File: config.mk
export PLATFORM = sky130hd
export DESIGN_NAME = switch_read_ctrl_flat
export DESIGN_NICKNAME = d
export VERILOG_FILES = /design/src/rtl/switch_read_ctrl_if.sv /design/src/rtl/switch_read_ctrl.sv /design/src/flat_wrapper.sv
export SDC_FILE = /design/constraint.sdc
export NUM_CORES = 1
export LEC_CHECK = 0
export ABC_AREA = 1
export CORE_ASPECT_RATIO = 1.1
export CORE_MARGIN = 4
export CORE_UTILIZATION = 44
export CTS_CLUSTER_SIZE = 40
export DETAILED_ROUTE_END_ITERATION = 12
export GPL_TIMING_DRIVEN = 0
export PLACE_DENSITY = 0.85
export SETUP_SLACK_MARGIN = 0.2
export SYNTH_ARGS = -nofsm -noshare
export SYNTH_HDL_FRONTEND = slang
export SYNTH_SLANG_ARGS = --single-unit
File: constraint.sdc
create_clock -name clk -period 1.75 [get_ports clk]
set_clock_uncertainty 0.2 [all_clocks]
set_input_delay 0.35 -clock clk [delete_from_list [all_inputs] [get_ports clk]]
set_output_delay 0.35 -clock clk [all_outputs]
set_load 0.02 [all_outputs]
File: src/rtl/switch_read_ctrl_if.sv
// Switch MMIO window bus: CPU read strobe/address, board pins, and formatted
// read data plus status back to the CPU.
interface switch_read_ctrl_if;
  logic        io_read;
  logic [31:0] address;
  logic [15:0] switch_input;
  logic        confirm_btn;
  logic [15:0] rdata;
  logic        valid;
  logic        busy;

  modport master (
    output io_read, address, switch_input, confirm_btn,
    input  rdata, valid, busy
  );

  modport slave (
    input  io_read, address, switch_input, confirm_btn,
    output rdata, valid, busy
  );
endinterface

File: src/rtl/switch_read_ctrl.sv
// Confirm-button read sequencer for the 16 board switches. A debounced press
// snapshots the switches and raises valid; a CPU data read consumes the
// snapshot, and the button must then stay released before the block re-arms.
module switch_read_ctrl #(
  parameter int DEBOUNCE_CYCLES = 200000
) (
  input logic               clk,
  input logic               rst,
  switch_read_ctrl_if.slave bus
);
  localparam int CW = $clog2(DEBOUNCE_CYCLES + 1);
  localparam logic [CW-1:0] LAST = CW'(DEBOUNCE_CYCLES - 1);

  typedef enum logic [1:0] {ARMED, DEB_PRESS, HOLD, WAIT_RELEASE} state_t;

  state_t        state, state_nx;
  logic [CW-1:0] cnt, cnt_nx;
  logic [15:0]   snap, snap_nx;
  logic          vld, vld_nx;
  logic          sync1, btn_s;
  logic          data_addr;
  logic          consume;

  // Two-flop synchroniser for the asynchronous confirm button.
  always_ff @(posedge clk) begin
    if (!rst) begin
      sync1 <= 1'b0;
      btn_s <= 1'b0;
    end else begin
      sync1 <= bus.confirm_btn;
      btn_s <= sync1;
    end
  end

  // Data addresses are the ones whose read consumes a pending snapshot.
  always_comb begin
    data_addr = 1'b0;
    case (bus.address)
      32'hFFFF_FFF1, 32'hFFFF_FFF3, 32'hFFFF_FFF5,
      32'hFFFF_FFF7, 32'hFFFF_FFF9: data_addr = 1'b1;
      default:                      data_addr = 1'b0;
    endcase
  end

  assign consume = bus.io_read & vld & data_addr;

  // State, debounce counter, snapshot and valid registers.
  always_ff @(posedge clk) begin
    if (!rst) begin
      state <= ARMED;
      cnt   <= '0;
      snap  <= '0;
      vld   <= 1'b0;
    end else begin
      state <= state_nx;
      cnt   <= cnt_nx;
      snap  <= snap_nx;
      vld   <= vld_nx;
    end
  end

  // Next-state logic: debounce the press, hold until consumed, then require a
  // stable release so a held button can never trigger a second snapshot.
  always_comb begin
    state_nx = state;
    cnt_nx   = cnt;
    snap_nx  = snap;
    vld_nx   = vld;
    case (state)
      ARMED: begin
        if (btn_s) begin
          state_nx = DEB_PRESS;
          cnt_nx   = CW'(1);
        end
      end
      DEB_PRESS: begin
        if (!btn_s) begin
          state_nx = ARMED;
          cnt_nx   = '0;
        end else if (cnt == LAST) begin
          state_nx = HOLD;
          cnt_nx   = '0;
          snap_nx  = bus.switch_input;
          vld_nx   = 1'b1;
        end else begin
          cnt_nx = cnt + 1'b1;
        end
      end
      HOLD: begin
        if (consume) begin
          state_nx = WAIT_RELEASE;
          cnt_nx   = '0;
          vld_nx   = 1'b0;
        end
      end
      WAIT_RELEASE: begin
        if (btn_s) begin
          cnt_nx = '0;
        end else if (cnt == LAST) begin
          state_nx = ARMED;
          cnt_nx   = '0;
        end else begin
          cnt_nx = cnt + 1'b1;
        end
      end
      default: begin
        state_nx = ARMED;
        cnt_nx   = '0;
      end
    endcase
  end

  assign bus.valid = vld;
  assign bus.busy  = (state == DEB_PRESS) || (state == WAIT_RELEASE);

  // Per-address formatting of the snapshot; the status word never consumes.
  always_comb begin
    bus.rdata = 16'h0000;
    case (bus.address)
      32'hFFFF_FFF1: bus.rdata = snap;
      32'hFFFF_FFF3: bus.rdata = {{8{snap[15]}}, snap[15:8]};
      32'hFFFF_FFF5: bus.rdata = {8'h00, snap[15:8]};
      32'hFFFF_FFF7: bus.rdata = {8'h00, snap[7:0]};
      32'hFFFF_FFF9: bus.rdata = {13'h0, snap[2:0]};
      32'hFFFF_FFFB: bus.rdata = {14'h0, bus.busy, vld};
      default:       bus.rdata = 16'h0000;
    endcase
  end
endmodule

File: src/flat_wrapper.sv
// flat-port wrapper written by rule: the top's interface ports become plain ports
module switch_read_ctrl_flat 
#(
  parameter int DEBOUNCE_CYCLES = 200000
)
  (clk, rst, bus_io_read, bus_address, bus_switch_input, bus_confirm_btn, bus_rdata, bus_valid, bus_busy);
  switch_read_ctrl_if bus_i ();
  input logic clk;
  input logic rst;
  input wire logic [$bits(bus_i.io_read)-1:0] bus_io_read;
  input wire logic [$bits(bus_i.address)-1:0] bus_address;
  input wire logic [$bits(bus_i.switch_input)-1:0] bus_switch_input;
  input wire logic [$bits(bus_i.confirm_btn)-1:0] bus_confirm_btn;
  output wire logic [$bits(bus_i.rdata)-1:0] bus_rdata;
  output wire logic [$bits(bus_i.valid)-1:0] bus_valid;
  output wire logic [$bits(bus_i.busy)-1:0] bus_busy;
  assign bus_i.io_read = bus_io_read;
  assign bus_i.address = bus_address;
  assign bus_i.switch_input = bus_switch_input;
  assign bus_i.confirm_btn = bus_confirm_btn;
  assign bus_rdata = bus_i.rdata;
  assign bus_valid = bus_i.valid;
  assign bus_busy = bus_i.busy;
  switch_read_ctrl #(.DEBOUNCE_CYCLES(DEBOUNCE_CYCLES)) u_core (.clk(clk), .rst(rst), .bus(bus_i));
endmodule
======== Yosys cells after proc, flatten, opt, wreduce, memory -nomap -nowiden ========
Index checks and enable logic that the tools add are counted.
storage, ports and cells
  register bits after elaboration ......... 39
  input bits .............................. 52
  output and inout port bits .............. 18
  logic and storage cells ................. 53
cells by class
  $add $sub $neg .......................... 1
  eq/ne operators ......................... 17
  muxes and demuxes ....................... 19
  bitwise gates (word level) .............. 2
  reductions and logical operators ........ 8
operator list
  cell                                                              number
  32-bit == test (second input constant)                            6
  16-bit case mux with 6 select lines                               1
  18-bit two-way mux                                                5
  18-bit case mux with 4 select lines                               1
  18-bit by 1-bit adder with 18-bit output (second input constant)  1
  18-bit == test (second input constant)                            1
  2-bit two-way mux                                                 6
  2-bit by 1-bit != test with 1-bit output (second input constant)  5
  2-bit case mux with 4 select lines                                1
  5-bit AND reduction                                               1
  5-bit OR reduction                                                1
  2-bit == test (second input constant)                             2
  1-bit two-way mux                                                 4
  4-bit AND reduction                                               1
  3-bit != test (second input constant)                             1
  3-bit AND reduction                                               1
  1-bit AND                                                         2
  2-bit by 1-bit == test with 1-bit output (second input constant)  1
  2-bit logical NOT                                                 1
  2-bit != test (second input constant)                             1
  1-bit case mux with 2 select lines                                1
  2-bit AND reduction                                               1
  2-bit nonzero test                                                1
  1-bit logical OR                                                  1

======== Longest topological paths before layout ========
Gate-level depths: netlist of the first run.
  word-level depth ........................ 6
  depth in mapped cells ................... 14
  depth with buffers taken out ............ 13

======== Worst setup path after synthesis of the first run ========
OpenSTA, ideal clock, no wires.
  path type ............................... in2out
  from .................................... in bus_address[15]
  to ...................................... out bus_rdata[10]
  arrival ................................. 1.601 ns
  required time ........................... 1.200 ns
  setup slack ............................. -0.401 ns
  stages .................................. 6
  cells stage by stage .................... nand4_1 nor2_1 nand2_1 inv_1 nand4_1 o21ai_0
between the ends
  word-level cells in the longest chain between the ends .. 2
  elaborated cells between the ends (all ways) .. 7
  those cells by class .................... eq/ne: 6; mux: 1
ends and longest elaborated chain
  what                                     line                     text
  start: declaration                       flat_wrapper.sv:11       input wire logic [$bits(bus_i.address)-1:0] bus_address;
  32-bit == test                           switch_read_ctrl.sv:119  case (bus.address)
  16-bit case mux with 6 select lines (*)  switch_read_ctrl.sv:119
  end: declaration                         flat_wrapper.sv:14       output wire logic [$bits(bus_i.rdata)-1:0] bus_rdata;
Mark *: on every way between the ends. The rest lies on a longest branch, timed or not.

======== Worst setup path after layout of the first run ========
  from .................................... in bus_address[19]
  to ...................................... out bus_rdata[1]
Same word-level chain as after synthesis.

==> flow_results.org, run 1 <==
** Status
- The run finished, with violations left.
- Violated checks :: negative setup slack

** Route
- The final route contains 3750 vias.
- After detailed routing, the average wire length per cell comes to roughly 22 um.
- Iteration-0 DRC Markers :: 284
- For this run, design rule violations remaining after detail routing come to 0.
- Detailed-routing iteration count for the pre-antenna-repair pass :: 11
- The routed design has between 10 and 15 mm of wire.
- In this run the remaining antenna-violating nets after routing total 0.
- After detailed routing, the number of vias per cell comes to around 6.1.

** STA
- Final critical-path share of the clock period :: 131%
- Count of final hold-check violations :: 0
- In this run the tightest slew margin relative to its limit is 50.5%.
- Final setup violation count :: 53
- Highest clock rate :: 0.435 GHz
- Actual slew at the worst max-slew pin :: roughly 740 ps
- In the post-route analysis, the smallest setup slack over all paths is -547 ps.
- The worst path in the final design needs a cycle of 2300 ps, including I/O delays and setup.
- Setup repair after global routing could not meet its margin everywhere.
- The number of pins exceeding their max-slew limit in the final report was 0.
- On the final layout, the worst hold slack is 243 ps.

** Power
- Internal power comes to 1470 uW.
- In this run the static leakage power is 0.00200 uW.
- Clock Power Share :: about two fifths
- The completed layout was analyzed and its total power is 2030 uW.
- Registers are responsible for 43.3% of the overall power.
- Power spread over the standard cell area amounts to 417 nW/um2.
- Relative contribution of combinational cells to total power :: 17.4%
- Worst VDD drop :: 0.456 mV
- Sw Pwr :: 563 uW
- Net switching fraction of the power :: 27.7%

** Finish
- Cells with a size suffix above 1 make up 53.6% of the layout.
- Excluding fillers, the count of instances in the completed layout stands at approximately 610.
- 0 antenna diodes ended up in the layout.
- The net count of the finished layout is approximately 600.
- Signed area change from the synthesized netlist to the final layout :: 83.7%

** Clock network
- Hold buffer count at CTS :: 0
- After clock tree synthesis, the clock-pin slew on the worst setup and hold paths is 80 ps.
- In this run, CTS created clock tree buffers numbering 5.
- The clock passes through at most 2 buffers.
- At the later pin of the worst-skew pair, clock insertion delay measures between 300 and 400 ps.
- TritonCTS built the clock tree.
- Counting every sink on the clock net gives 39.
- Clock Tree Root :: clkbuf_8
- The H-tree generated during clock tree synthesis spans 2 levels.

** Yosys
- Post-synthesis cell type count :: 34
- Number of warnings printed during yosys synthesis :: 0
- Post-synthesis instance area :: 2660 um2
- Of all cell types, the one taking the most synthesized area is dfxtp_1.
- Post-synthesis register bit count :: 39
- Post-synthesis area per instance :: 6.58 um2
- The synthesized netlist devotes approximately 41% of its cell area to simple gates.
- After synthesis, the share of flip-flops with an asynchronous set or reset is 0%.
- Combinational family with the most area after synthesis :: simple AND/OR/NAND/NOR gates
- Sequential cells were found to cover 29.4% of the synthesized design area.
- Synth Area in XOR/XNOR :: 1.98%
- Multiplexer share of the synthesized area :: 0%
- Number of flops mapped to enable cells by yosys :: 0
- Gate Count Post-Synth :: 404
- The synthesized netlist devotes 17.1% of its cell area to compound gates.
- Adder-cell share of the synthesized area :: 0.471%
- The synthesized design devotes to its leading area cell type 29.4% of total area.
- Dominant cells by area after synthesis :: dfxtp_1 29%, nand2_1 12%, nor2_1 10%
- When the netlist entered floorplanning its net count stood at 457.
- Among all flip-flop cells after synthesis, the most frequent one is dfxtp_1.

** Global routing
- Global routing used 28.8% of the available tracks across all layers.
- Leftover overflow at the end of global routing :: 0
- The first global-routing pass estimated approximately 16 mm of wire.
- Number of global-route vias before repair :: 3298
- Pin count of the biggest net entering global routing :: 14
- Antenna violations before repair :: 0

** Worst setup path
- Traced cell by cell, the critical path runs through buf_6 > nand2_2 > nor2_1 > nand2_1 > nor2_4 > nand2_2 > inv_2 > nand4_1 > buf_4 > o221ai_4 > buf_6.
- R2r worst-path depth :: 8
- By startpoint and endpoint, the worst setup path is classified as input pin to output port.
- The critical path runs through a total of 11 cells.
- The number of buffers and inverters on the critical path is 4.
- Cell at the slowest stage of the critical path :: buf_4
- The worst setup path is launched from an input pin.
- STA puts the critical path data required time at approximately 1200 ps.
- Slowest cell delay on critical path :: 230 ps
- At the worst endpoint, the arrival time is 1750 ps.
- Along the worst path, the maximum fanout reaches 3.
- Family of cells with the greatest summed delay on the critical path :: simple AND/OR/NAND/NOR gates
- Type of destination of the critical path :: output port

** Placement
- HPWL reported at the end of detailed placement :: a little over 6 mm
- Number of I/O port buffers :: 68
- After detailed placement, the design holds a cell count of ~550.
- Routability-driven placement finished with a final weighted congestion of 0.933.

** Floorplanning
- The initialized floorplan defines 29 standard-cell rows.
- Area inside the core boundary :: 5810 um2
- Width of the chip :: 82.1 um
- Die height :: 89.5 um
- The initial utilization of the core area, before any placement, comes to 45.8%.
- Top-level I/O count :: 70
- The floorplan step defined a die boundary enclosing approximately 7300 um2.

** Hold path
- The worst hold path passes through 2 cells.
- The tightest min-delay check is of the register to register type.

** Job
- Max cap viols :: 0
==> sequential cells by signal, indices dropped and copies added, names as in the netlist, named ones only <==
register,cells
u_core.cnt,18
u_core.snap,16
u_core.btn_s,1
u_core.bus.valid,1
u_core.state,1
u_core.sync1,1
==> worst register-to-register path, delay by kind of cell, from the launching register on <==
kind / cells / cell delay (ps)
buffers and inverters: 3 / 390
DFF: 1 / 470
AOI/OAI and AO/OA: 1 / 290
and+or+nand+nor: 4 / 550
==> per-layer routing <==
| layer | vias to the layer above | share of wire (%) | GRT usage, % |
|---|---|---|---|
| met5 | - | 0 | 0 |
| met4 | 0 | 8.8 | 17.4 |
| met3 | 123 | 10 | 5.14 |
| met2 | 297 | 48 | 54.7 |
| met1 | 1746 | 33 | 28.6 |
| li1 | 1584 | - | - |
==> cell type report <==
class                   count  area, um2
plain buffers              13        118
clock buffers               5       68.8
clock inverters             3       43.8
fillers                   273        925
inverters                  50        196
multi-input cells         302       2290
flip-flops and latches     39        833
well taps                  77       96.3
repair buffers            125       1240
==> cells by family after synthesis <==
kind of cell             count (synthesis)
AO/OA/AOI/OAI                           64
XOR/XNOR                                 6
adder cells (fa/ha/maj)                  1
buffers and inverters                   63
flip-flops                              39
AND/OR/NAND/NOR                        231
==> Yosys cell counts (6+ instances only) <==
master and count:
dfxtp_1 39, nor2_2 8, nand4_1 12, clkbuf_1 8, a21oi_1 17, inv_1 44
nor2_1 71, nand2_1 84, xor2_1 6, o21ai_0 17, a211oi_2 12, nand3_1 32
==> metrics by stage <==
stage / instance area (um2) / setup WS, ps / utilization (%) / TNS [ps]
global placement: 3780 / -1360 / 65.2 / -38290
finish: 4880 / -547 / 84.1 / -15880
detailed placement: 3780 / -1400 / 65.2 / -40120
CTS: 4490 / -360 / 77.3 / -6450
floorplan: 3010 / -309 / - / -4140
global route: 4880 / -882 / 84.1 / -22420
==> path summary, 6_finish.rpt <==
path / startpoint / to / slack [ps]
worst max-delay path: bus_address[19] / bus_rdata[1] / -550
worst min-delay path: u_core.sync1 / u_core.btn_s / 240
worst max register to register: register / register / -260
worst min register to register: u_core.sync1 / u_core.btn_s / 240
==> placed cells by master (no fill, tap or decap), drive strengths merged, types with 2 or more instances in the layout <==
| cell | count |
|---|---|
| buf | 103 |
| nand2 | 91 |
| nor2 | 81 |
| inv | 48 |
| nand3 | 39 |
| dfxtp | 39 |
| a21oi | 22 |
| clkbuf | 20 |
| o21ai | 19 |
| clkdlybuf4s50 | 18 |
| nand4 | 12 |
| a211oi | 12 |
| xor2 | 6 |
| o22ai | 5 |
| nor3 | 5 |
| or2 | 3 |
| clkinv | 3 |
| o221ai | 2 |
| o21bai | 2 |
==> power groups by stage <==
| stage | Clock [uW] | Sequential (uW) | Combinational (uW) |
|---|---|---|---|
| after floorplan | 0 | 920 | 97.5 |
| after global placement | 0 | 922 | 250 |
| after detailed placement | 0 | 921 | 255 |
| after CTS | 789 | 885 | 292 |
| after global routing | 823 | 883 | 366 |
| final | 799 | 882 | 354 |
==> what timing repair did <==
item	4_1_cts	5_1_grt
buffers inserted	38	15
setup endpoints to repair	55	55
cloned	4	0
pin swaps	41	39
resized for setup	276	92
Power figures use the tool's default switching activity.
==> run 2: changes to the inputs <==
--- a/config.mk
+++ b/config.mk
@@ -8,11 +8,12 @@
 export ABC_AREA = 1
 export CORE_ASPECT_RATIO = 1.1
 export CORE_MARGIN = 4
-export CORE_UTILIZATION = 44
+export CORE_UTILIZATION = 57
 export CTS_CLUSTER_SIZE = 40
 export DETAILED_ROUTE_END_ITERATION = 12
+export DONT_BUFFER_PORTS = 1
 export GPL_TIMING_DRIVEN = 0
-export PLACE_DENSITY = 0.85
+export PLACE_DENSITY = 0.84
 export SETUP_SLACK_MARGIN = 0.2
 export SYNTH_ARGS = -nofsm -noshare
 export SYNTH_HDL_FRONTEND = slang
==> run 2 against run 1 <==
Net effect:
- the flow now stops in global routing (5_1_grt)
- synthesized cell count unchanged
- area after synthesis unchanged
==> flow_results.org, run 2 <==
** Yosys
- Leading area contributor after synthesis :: dfxtp_1
- Yosys printed 0 warnings.
- Dominant cells by area after synthesis :: dfxtp_1 29%, nand2_1 12%, nor2_1 10%
- Fraction of synthesized cell area taken by the top area cell type :: 29.4%
- Synthesis produced a netlist with a net count of 457.
- Counting flops with an async set or reset pin after synthesis yields a share of 0%.
- Post-synthesis register bit count :: 39
- Most frequent cells after synthesis :: 84 x nand2_1, 71 x nor2_1, 44 x inv_1
- Top_reg_cell synth :: dfxtp_1
- In this run the cell area of the synthesized design comes to 2660 um2.
- Post-synthesis cell type count :: 34
- Post-synthesis area per instance :: about 6.6 um2
- Sequential elements use 29.4% of the synthesized area.
- Most repeated cell in the gate-level netlist after synthesis :: nand2_1
- Gate Count Post-Synth :: just over 400
- Yosys mapped a number of flops with a built-in enable equal to 0.

** Floorplanning
- During I/O placement, the number of pins put on the boundary was 70.
- The die is 79.6 um tall.
- The initial utilization of the core area, before any placement, comes to between 60% and 70%.
- Core Rows :: 25
- Measured along the x axis, the die boundary spans approximately 73 um.

** Clock network
- Clock Tree Root :: clkbuf_8
- No sink is reached through more buffers than the 2 on the longest clock path.
- Buffers inserted during clock tree synthesis total 5.
- Sink Count :: 39
- Htree depth :: 2

** Status
- Stop stage :: global routing (5_1_grt)
- Tool error :: [ERROR DPL-0038] Utilization greater than 100%, impossible to legalize
- Outcome :: did not finish

** STA
- Final worst endpoint reported by repair_timing after global routing :: bus_rdata[15]
- Type of pin the worst path ends at :: top-level output

** Placement
- Input and output buffers added on the ports amount to 0.
- The HPWL after detailed placement is 5.50 mm.
- Placement Cell Area :: between 3000 and 4000 um2
- GP Congestion :: 0.995

** Global routing
- Entering global routing, the biggest net connects 14 pins.
==> run 2: repair_timing <==
| action | 4_1_cts |
|---|---|
| cloned | 3 |
| setup buffers | 52 |
| gates resized for setup | 162 |
| setup endpoints to repair | 54 |
| endpoints found under the hold margin | 4 |
| pin swaps | 52 |
| hold buffers | 4 |
==> run 2: kinds of logic after synthesis <==
logic type	Yosys count	share of synthesized area [%]
and+or+nand+nor	231	41.2
adders and majority gates	1	0.471
buffers and inverters	63	9.84
AOI/OAI and AO/OA	64	17.1
xor gates and xnor gates	6	1.98
DFF	39	29.4
==> run 2: metrics by stage <==
step           hold slack, ps  utilization (%)  worst slack, ps  instances
3_5_place_dp              203             69.7             -466        458
3_3_place_gp              194             69.7             -418        458
2_1_floorplan             190                -             -309        404
4_1_cts                 0.308             96.3             -130        525
==> run 3: changes to the inputs <==
--- a/config.mk
+++ b/config.mk
@@ -6,15 +6,12 @@
 export NUM_CORES = 1
 export LEC_CHECK = 0
 export ABC_AREA = 1
-export CORE_ASPECT_RATIO = 1.1
 export CORE_MARGIN = 4
-export CORE_UTILIZATION = 57
-export CTS_CLUSTER_SIZE = 40
+export CORE_UTILIZATION = 40
 export DETAILED_ROUTE_END_ITERATION = 12
 export DONT_BUFFER_PORTS = 1
 export GPL_TIMING_DRIVEN = 0
-export PLACE_DENSITY = 0.84
-export SETUP_SLACK_MARGIN = 0.2
+export PLACE_DENSITY_LB_ADDON = 0.15
 export SYNTH_ARGS = -nofsm -noshare
 export SYNTH_HDL_FRONTEND = slang
 export SYNTH_SLANG_ARGS = --single-unit
==> constraint.sdc (replaced) <==
create_clock -name clk -period 2.3 [get_ports clk]
set_clock_uncertainty 0.2 [all_clocks]
set_input_delay 0.46 -clock clk [delete_from_list [all_inputs] [get_ports clk]]
set_output_delay 0.46 -clock clk [all_outputs]
set_load 0.02 [all_outputs]
==> run 3 against run 2 <==
Net effect:
- the run now ends clean
==> flow_results.org, run 3 (synthesized netlist as in run 1, its figures left out) <==
** Status
- Outcome :: finished, final reports clean

** Worst setup path
- Type of destination of the critical path :: output port
- Cell depth of the worst setup path :: 6
- Along the worst path, the maximum fanout reaches 10.
- For the worst flop-to-flop path, the logic depth is 10.
- Buf+Inv Stages, Crit Path :: 0
- Data required time of the worst path :: roughly 1600 ps
- Worst setup path class :: input pin to output port
- Family of cells with the greatest summed delay on the critical path :: simple AND/OR/NAND/NOR gates
- At the worst endpoint, the arrival time is 1570 ps.
- The largest individual stage delay along the critical path comes from the cell o22ai_1.
- Startpoint type of the worst setup path :: input pin
- On the worst path, the slowest cell contributes a delay of 460 ps.
- Walking the worst path, the cells encountered are nand2_1 > nor2_8 > nand3_2 > nand2_2 > nand3_4 > o22ai_1.

** Finish
- Final Non-Filler Cells :: 493
- Signed area change from the synthesized netlist to the final layout :: 15.2%
- Fill cell count :: ~680
- Leaving out fill and tap cells, the most frequent cell in the layout is nand2_1.
- The multi-input combinational cells in the finished layout cover a total of 1800 um2.
- The register with the most flip-flops in the final layout is u_core.cnt.
- The number of antenna diodes in the final layout is 0.
- After routing the design area is around 3100 um2.
- The post-route netlist has 21.4% of its cells at a drive strength greater than 1.
- Cells fill a little under half of the core in the end.
- Registers with the highest flip-flop counts :: u_core.cnt (18), u_core.snap (16)
- NumNets Final :: approximately 470
- Number of flip-flops in the largest register :: 18
- Leaving out fill and tap cells, the most frequent cells in the layout are 83 x nand2_1, 70 x nor2_1, 42 x inv_1.
- The sequential cells in the finished layout cover a total of 782 um2.

** STA
- Setup violations remaining at the end of the flow were counted as 0.
- Final critical-path share of the clock period :: 97.0%
- Actual slew at the worst max-slew pin :: 707 ps
- After layout, the minimum clock period comes to 2230 ps.
- In this run the tightest slew margin relative to its limit is ~53%.
- The number of pins exceeding their max-slew limit in the final report was 0.
- Highest clock rate :: 0.448 GHz
- Count of final hold-check violations :: 0
- Once routing completed, OpenROAD measured the worst setup slack at 69.1 ps.

** Route
- For this run, design rule violations remaining after detail routing come to 0.
- Amount of wire on met2 after detailed routing :: 3.42 mm
- Using the TritonRoute via totals, the vias-per-cell ratio works out to 5.30.
- Iteration-0 DRC Markers :: 101
- Summed over all layers, the routed wires come to 7.39 mm.
- Average detailed-routed wire length per instance :: 15.0 um
- Antenna viol nets, final :: 0
- Detailed-routing iteration count for the pre-antenna-repair pass :: 4
- Top layer reached by signal wires :: met4
- The routed layout has 2615 vias.
- Routed metal-1 wirelength :: 3.46 mm
- Met3 wirelength from detailed routing :: 403 um

** Power
- Across the VDD grid, the largest voltage drop is 0.230 mV.
- The design draws 1240 uW.
- Power density normalized to cell area :: 404 nW/um2
- The analysis attributes to cell leakage a power of 0.00113 uW.

** Floorplanning
- 70 I/O pins were placed.
- Width of the chip :: 89.5 um
- Die height :: 89.5 um
- The die covers 8010 um2.
- The floorplan has 29 rows.
- Area inside the core boundary :: about 6400 um2
- Initial core utilization :: 41.6%

** Placement
- The wire-length estimate of the detail-placed layout is 5.52 mm.
- Number of I/O port buffers :: 0
- Placement Setup Slack :: -297 ps
- In this run the cell area measured after placement is around 2800 um2.
- Placed insts :: between 400 and 500
- GP Congestion :: 0.872

** Job
- Max cap viols :: 0

** Global routing
- Number of global-route vias before repair :: 2524
- Entering global routing, the biggest net connects 13 pins.
- Wire length of the first global-routing pass :: 12.0 mm
- Antenna violations before repair :: 0
- Global routing finished with a remaining overflow of 0.
- Global routing used between 10% and 20% of the available tracks across all layers.

** Clock network
- Htree depth :: 2
- The clock reaches the later pin of the worst-skew pair after 290 ps.
- Sink Count :: 39
- Counting along the longest clock path gives a buffer depth of 2.
- CTS buffer count :: 5
- Clock Tree Root :: clkbuf_8
- CTS clock-pin slew for the worst setup and hold paths :: 70 ps
- TritonCTS clock tree :: done

** Hold path
- In this run the worst hold path is classified as input pin to register.
- The worst hold path passes through 2 cells.
[run 3: per-layer routing]
| layer | vias up | track usage, % |
|---|---|---|
| met5 | - | 0 |
| met4 | 0 | 5.68 |
| met3 | 11 | 3.23 |
| met2 | 70 | 31.8 |
| met1 | 1196 | 25.7 |
| li1 | 1338 | - |
[run 3: report_power, final]
part	switching (uW)	internal, uW	leakage [uW]
combinational	63.9	21.6	0.000776
sequential	5.39	679	0.000315
clock	254	212	0.0000412
total	323	913	0.00113
[run 3: path summary, 6_finish.rpt]
| check | from | endpoint | slack (ps) |
|---|---|---|---|
| max | bus_address[7] | bus_rdata[6] | 70 |
| min reg2reg | u_core.sync1 | u_core.btn_s | 220 |
| max reg2reg | u_core.cnt[0] | u_core.cnt[11] | 180 |
| min | bus_confirm_btn | u_core.sync1 | 70 |
[run 3: per-stage QoR]
step,setup TNS (ps),hold slack (ps)
after global routing,-3.73,64.1
after floorplan,-499,190
after detailed placement,-2870,214
after CTS,-320,59.9
after global placement,-2550,195
final,0,69.0
[run 3: repair_timing]
action | CTS | global route
setup endpoints to repair | 21 | 22
gates resized for setup | 20 | 25
hold buffers | 0 | 0
pin swaps | 0 | 3
buffers inserted | 1 | 3
[run 3: layout make-up]
type / instances / share of cell area, %
repair buffers: 4 / 1.10
plain buffers: 13 / 2.41
clock inverters: 2 / 0.409
multi-input cells: 302 / 58.9
clock buffers: 6 / 2.37
flip-flops and latches: 39 / 25.5
inverters: 50 / 6.13
well taps: 77 / 3.15
==> run 4: changes to the inputs <==
--- a/config.mk
+++ b/config.mk
@@ -10,7 +10,7 @@
 export CORE_UTILIZATION = 40
 export DETAILED_ROUTE_END_ITERATION = 12
 export DONT_BUFFER_PORTS = 1
-export GPL_TIMING_DRIVEN = 0
+export GPL_TIMING_DRIVEN = 1
 export PLACE_DENSITY_LB_ADDON = 0.15
 export SYNTH_ARGS = -nofsm -noshare
 export SYNTH_HDL_FRONTEND = slang
==> run 4 against run 3 <==
Net effect:
- total power grew 7.6%
- worst setup slack gained 27 ps
- register-to-register slack gained 160 ps
- via count shrank 2.5%
- clock power grew 21%
- wire length shrank 8.0%
- maximum frequency grew 1.2%
- cell area shrank 1.1%
- non-clock buffer count grew 11
- cell count grew 2.0%
- count of clock-buffer cells in the layout shrank 1
- critical path type unchanged
- largest cell class unchanged
- largest power group unchanged
==> flow_results.org, run 4 (synthesized netlist as in run 1, its figures left out) <==
** Global routing
- Leftover overflow at the end of global routing :: 0
- The initial antenna violation count came to 0.
- Number of global-route vias before repair :: about 2.4k
- Pin count of the biggest net entering global routing :: 31
- Wire length of the first global-routing pass :: 11.4 mm
- Aggregate global-route resource usage :: 18.2%

** Route
- Iteration-0 DRC Markers :: between 200 and 250
- Antenna viol nets, final :: 0
- Across all layers, the routed design uses ~2.5k vias.
- Detailed-routing iteration count for the pre-antenna-repair pass :: 4
- Total Wirelength :: 6.79 mm
- For this run, design rule violations remaining after detail routing come to 0.
- After detailed routing, the number of vias per cell comes to 5.07.
- After detailed routing, the average wire length per cell comes to approximately 14 um.

** Finish
- Leaving out fill and tap cells, the most frequent cell in the layout is nand2_1.
- Measured on the finished design, the core utilization comes to 47.4%.
- Largest register by flop count :: u_core.cnt
- The area growth from synthesis to layout is 13.9%.
- The repair_antennas step left the layout with diodes totalling 0.
- After filler insertion, the fill cell instance count of the layout stands at 645.
- Registers with the highest flip-flop counts :: u_core.cnt (18), u_core.snap (16)
- NumNets Final :: 479
- Number of flip-flops in the largest register :: 18
- The top cell types in the final layout, fill and taps aside, are 82 x nand2_1, 70 x nor2_1, 43 x inv_1.
- The post-route netlist has 21.6% of its cells at a drive strength greater than 1.

** Worst setup path
- The worst register-to-register path begins at u_core.cnt[5].
- Cell at the slowest stage of the critical path :: o221ai_1
- R2r worst-path depth :: 10
- In this design, the stage delay of the slowest critical-path cell is roughly 230 ps.
- Reg-to-Reg End :: u_core.snap[5]
- Worst setup path class :: input pin to output port
- At the worst endpoint, the required time is 1640 ps.
- Across all register-to-register paths, the minimum setup slack is roughly 340 ps.
- The signal on the critical path passes through nand2_1 > nor2_1 > nand2_1 > nor2_4 > nand2_2 > inv_2 > nand4_1 > o221ai_1 > buf_4.
- Along the worst path, the maximum fanout reaches 3.
- Startpoint type of the worst setup path :: input pin
- Worst setup path endpoint :: bus_rdata[1]
- Library cell appearing most often on the critical path :: nand2_1
- At the worst endpoint, the arrival time is 1540 ps.
- The worst setup path is captured at an output port.
- The most critical setup path has its startpoint at bus_address[29].

** Power
- Worst VDD drop :: around 0.30 mV
- Power density normalized to cell area :: 439 nW/um2
- Total power for the finished layout comes to 1330 uW.
- For this design the static power due to leakage is 0.00120 uW.

** Floorplanning
- In this run the vertical extent of the chip is 89.5 um.
- Area inside the core boundary :: 6390 um2
- The die covers 8010 um2.
- Pin placement for this block handled 70 I/O pins.
- Core Rows :: 29
- Measured along the x axis, the die boundary spans 89.5 um.
- Initial core utilization :: approximately two fifths

** STA
- Once routing completed, OpenROAD measured the worst setup slack at 95.8 ps.
- Actual slew at the worst max-slew pin :: 531 ps
- On the final layout, the worst hold slack is 63.2 ps.
- Relative max-transition margin :: 64.5%
- Final setup violation count :: 0
- Final critical-path share of the clock period :: 95.8%
- Count of final hold-check violations :: 0
- Derived from the worst setup path, the maximum achievable clock frequency is between 0.4 and 0.5 GHz.
- The routed design could run at a clock period as short as 2200 ps.
- The number of pins exceeding their max-slew limit in the final report came to 0.

** Clock network
- TritonCTS clock tree :: done
- Clock latency on the worst-skew pair :: 290 ps
- The root buffer cell chosen for the clock tree is clkbuf_8.
- In this run, CTS created clock tree buffers numbering 5.
- No sink is reached through more buffers than the 2 on the longest clock path.
- The clock drives 39 sinks.
- CTS clock-pin slew for the worst setup and hold paths :: 70 ps
- Htree depth :: 2

** Job
- Across the run, the number of max-cap violations was 0.

** Placement
- Prior to clock tree synthesis, the placed netlist has a worst setup slack of 1.57 ps.
- Number of I/O port buffers :: 0
- Summed over all nets, the half-perimeter wirelength after detailed placement is around 5.3 mm.
- GP Congestion :: between 0.9 and 1

** Status
- Outcome :: finished, final reports clean

** Hold path
- Worst Hold Class :: input pin to register
==> run 4: worst min path at each step <==
stage                             from            to  slack [ps]  cells past startpoint
after global placement    u_core.sync1  u_core.btn_s         190                      2
after CTS                          rst  u_core.btn_s          50                      2
after detailed placement  u_core.sync1  u_core.btn_s         200                      2
after global routing               rst  u_core.btn_s          60                      2
after floorplan           u_core.sync1  u_core.btn_s         190                      2
final                              rst  u_core.sync1          60                      2
==> run 4: stage by stage <==
step	setup TNS (ps)	std cells	instance area, um2
2_1_floorplan	-499	404	2660
3_3_place_gp	0	495	2900
3_5_place_dp	0	495	2900
4_1_cts	0	503	3010
5_1_grt	-13.1	503	3030
6_report	0	503	3030
==> run 4: repair_timing <==
item | in CTS | in global routing
pin swaps | 0 | 4
endpoints found under the setup margin | 1 | 15
hold buffers | 0 | 0
gates resized for setup | 0 | 9
setup buffers | 1 | 0
==> run 4: layout make-up <==
type / instances / area [um2] / area share, %
clock buffer: 5 / 68.8 / 2.27
clock inverter: 2 / 37.5 / 1.24
inverter: 50 / 188 / 6.20
multi-input combinational: 302 / 1630 / 54.0
sequential: 39 / 781 / 25.8
tap: 77 / 96.3 / 3.18
timing repair buffer: 28 / 223 / 7.36
==> run 4: power breakdown <==
group,leakage [uW],internal [uW],switching (uW)
registers,0.000315,679,3.72
clock network,0.0000502,317,246
logic,0.000838,25.6,59.0
==> run 4: worst max-delay path, delay by kind of cell <==
family	cells	cell delay [ps]
and+or+nand+nor	6	590
AOI/OAI and AO/OA	1	230
buffers and inverters	2	250
==> run 4: layer usage <==
metal  wire (um)  track usage, %  up-vias  part of all wire [%]
met2        3090            29.7       80                    46
li1            -               -     1357                     -
met3         460            3.23        8                   6.8
met4          71            4.33        0                   1.0
met5           0               0        -                     0
met1        3170            25.1     1104                    47
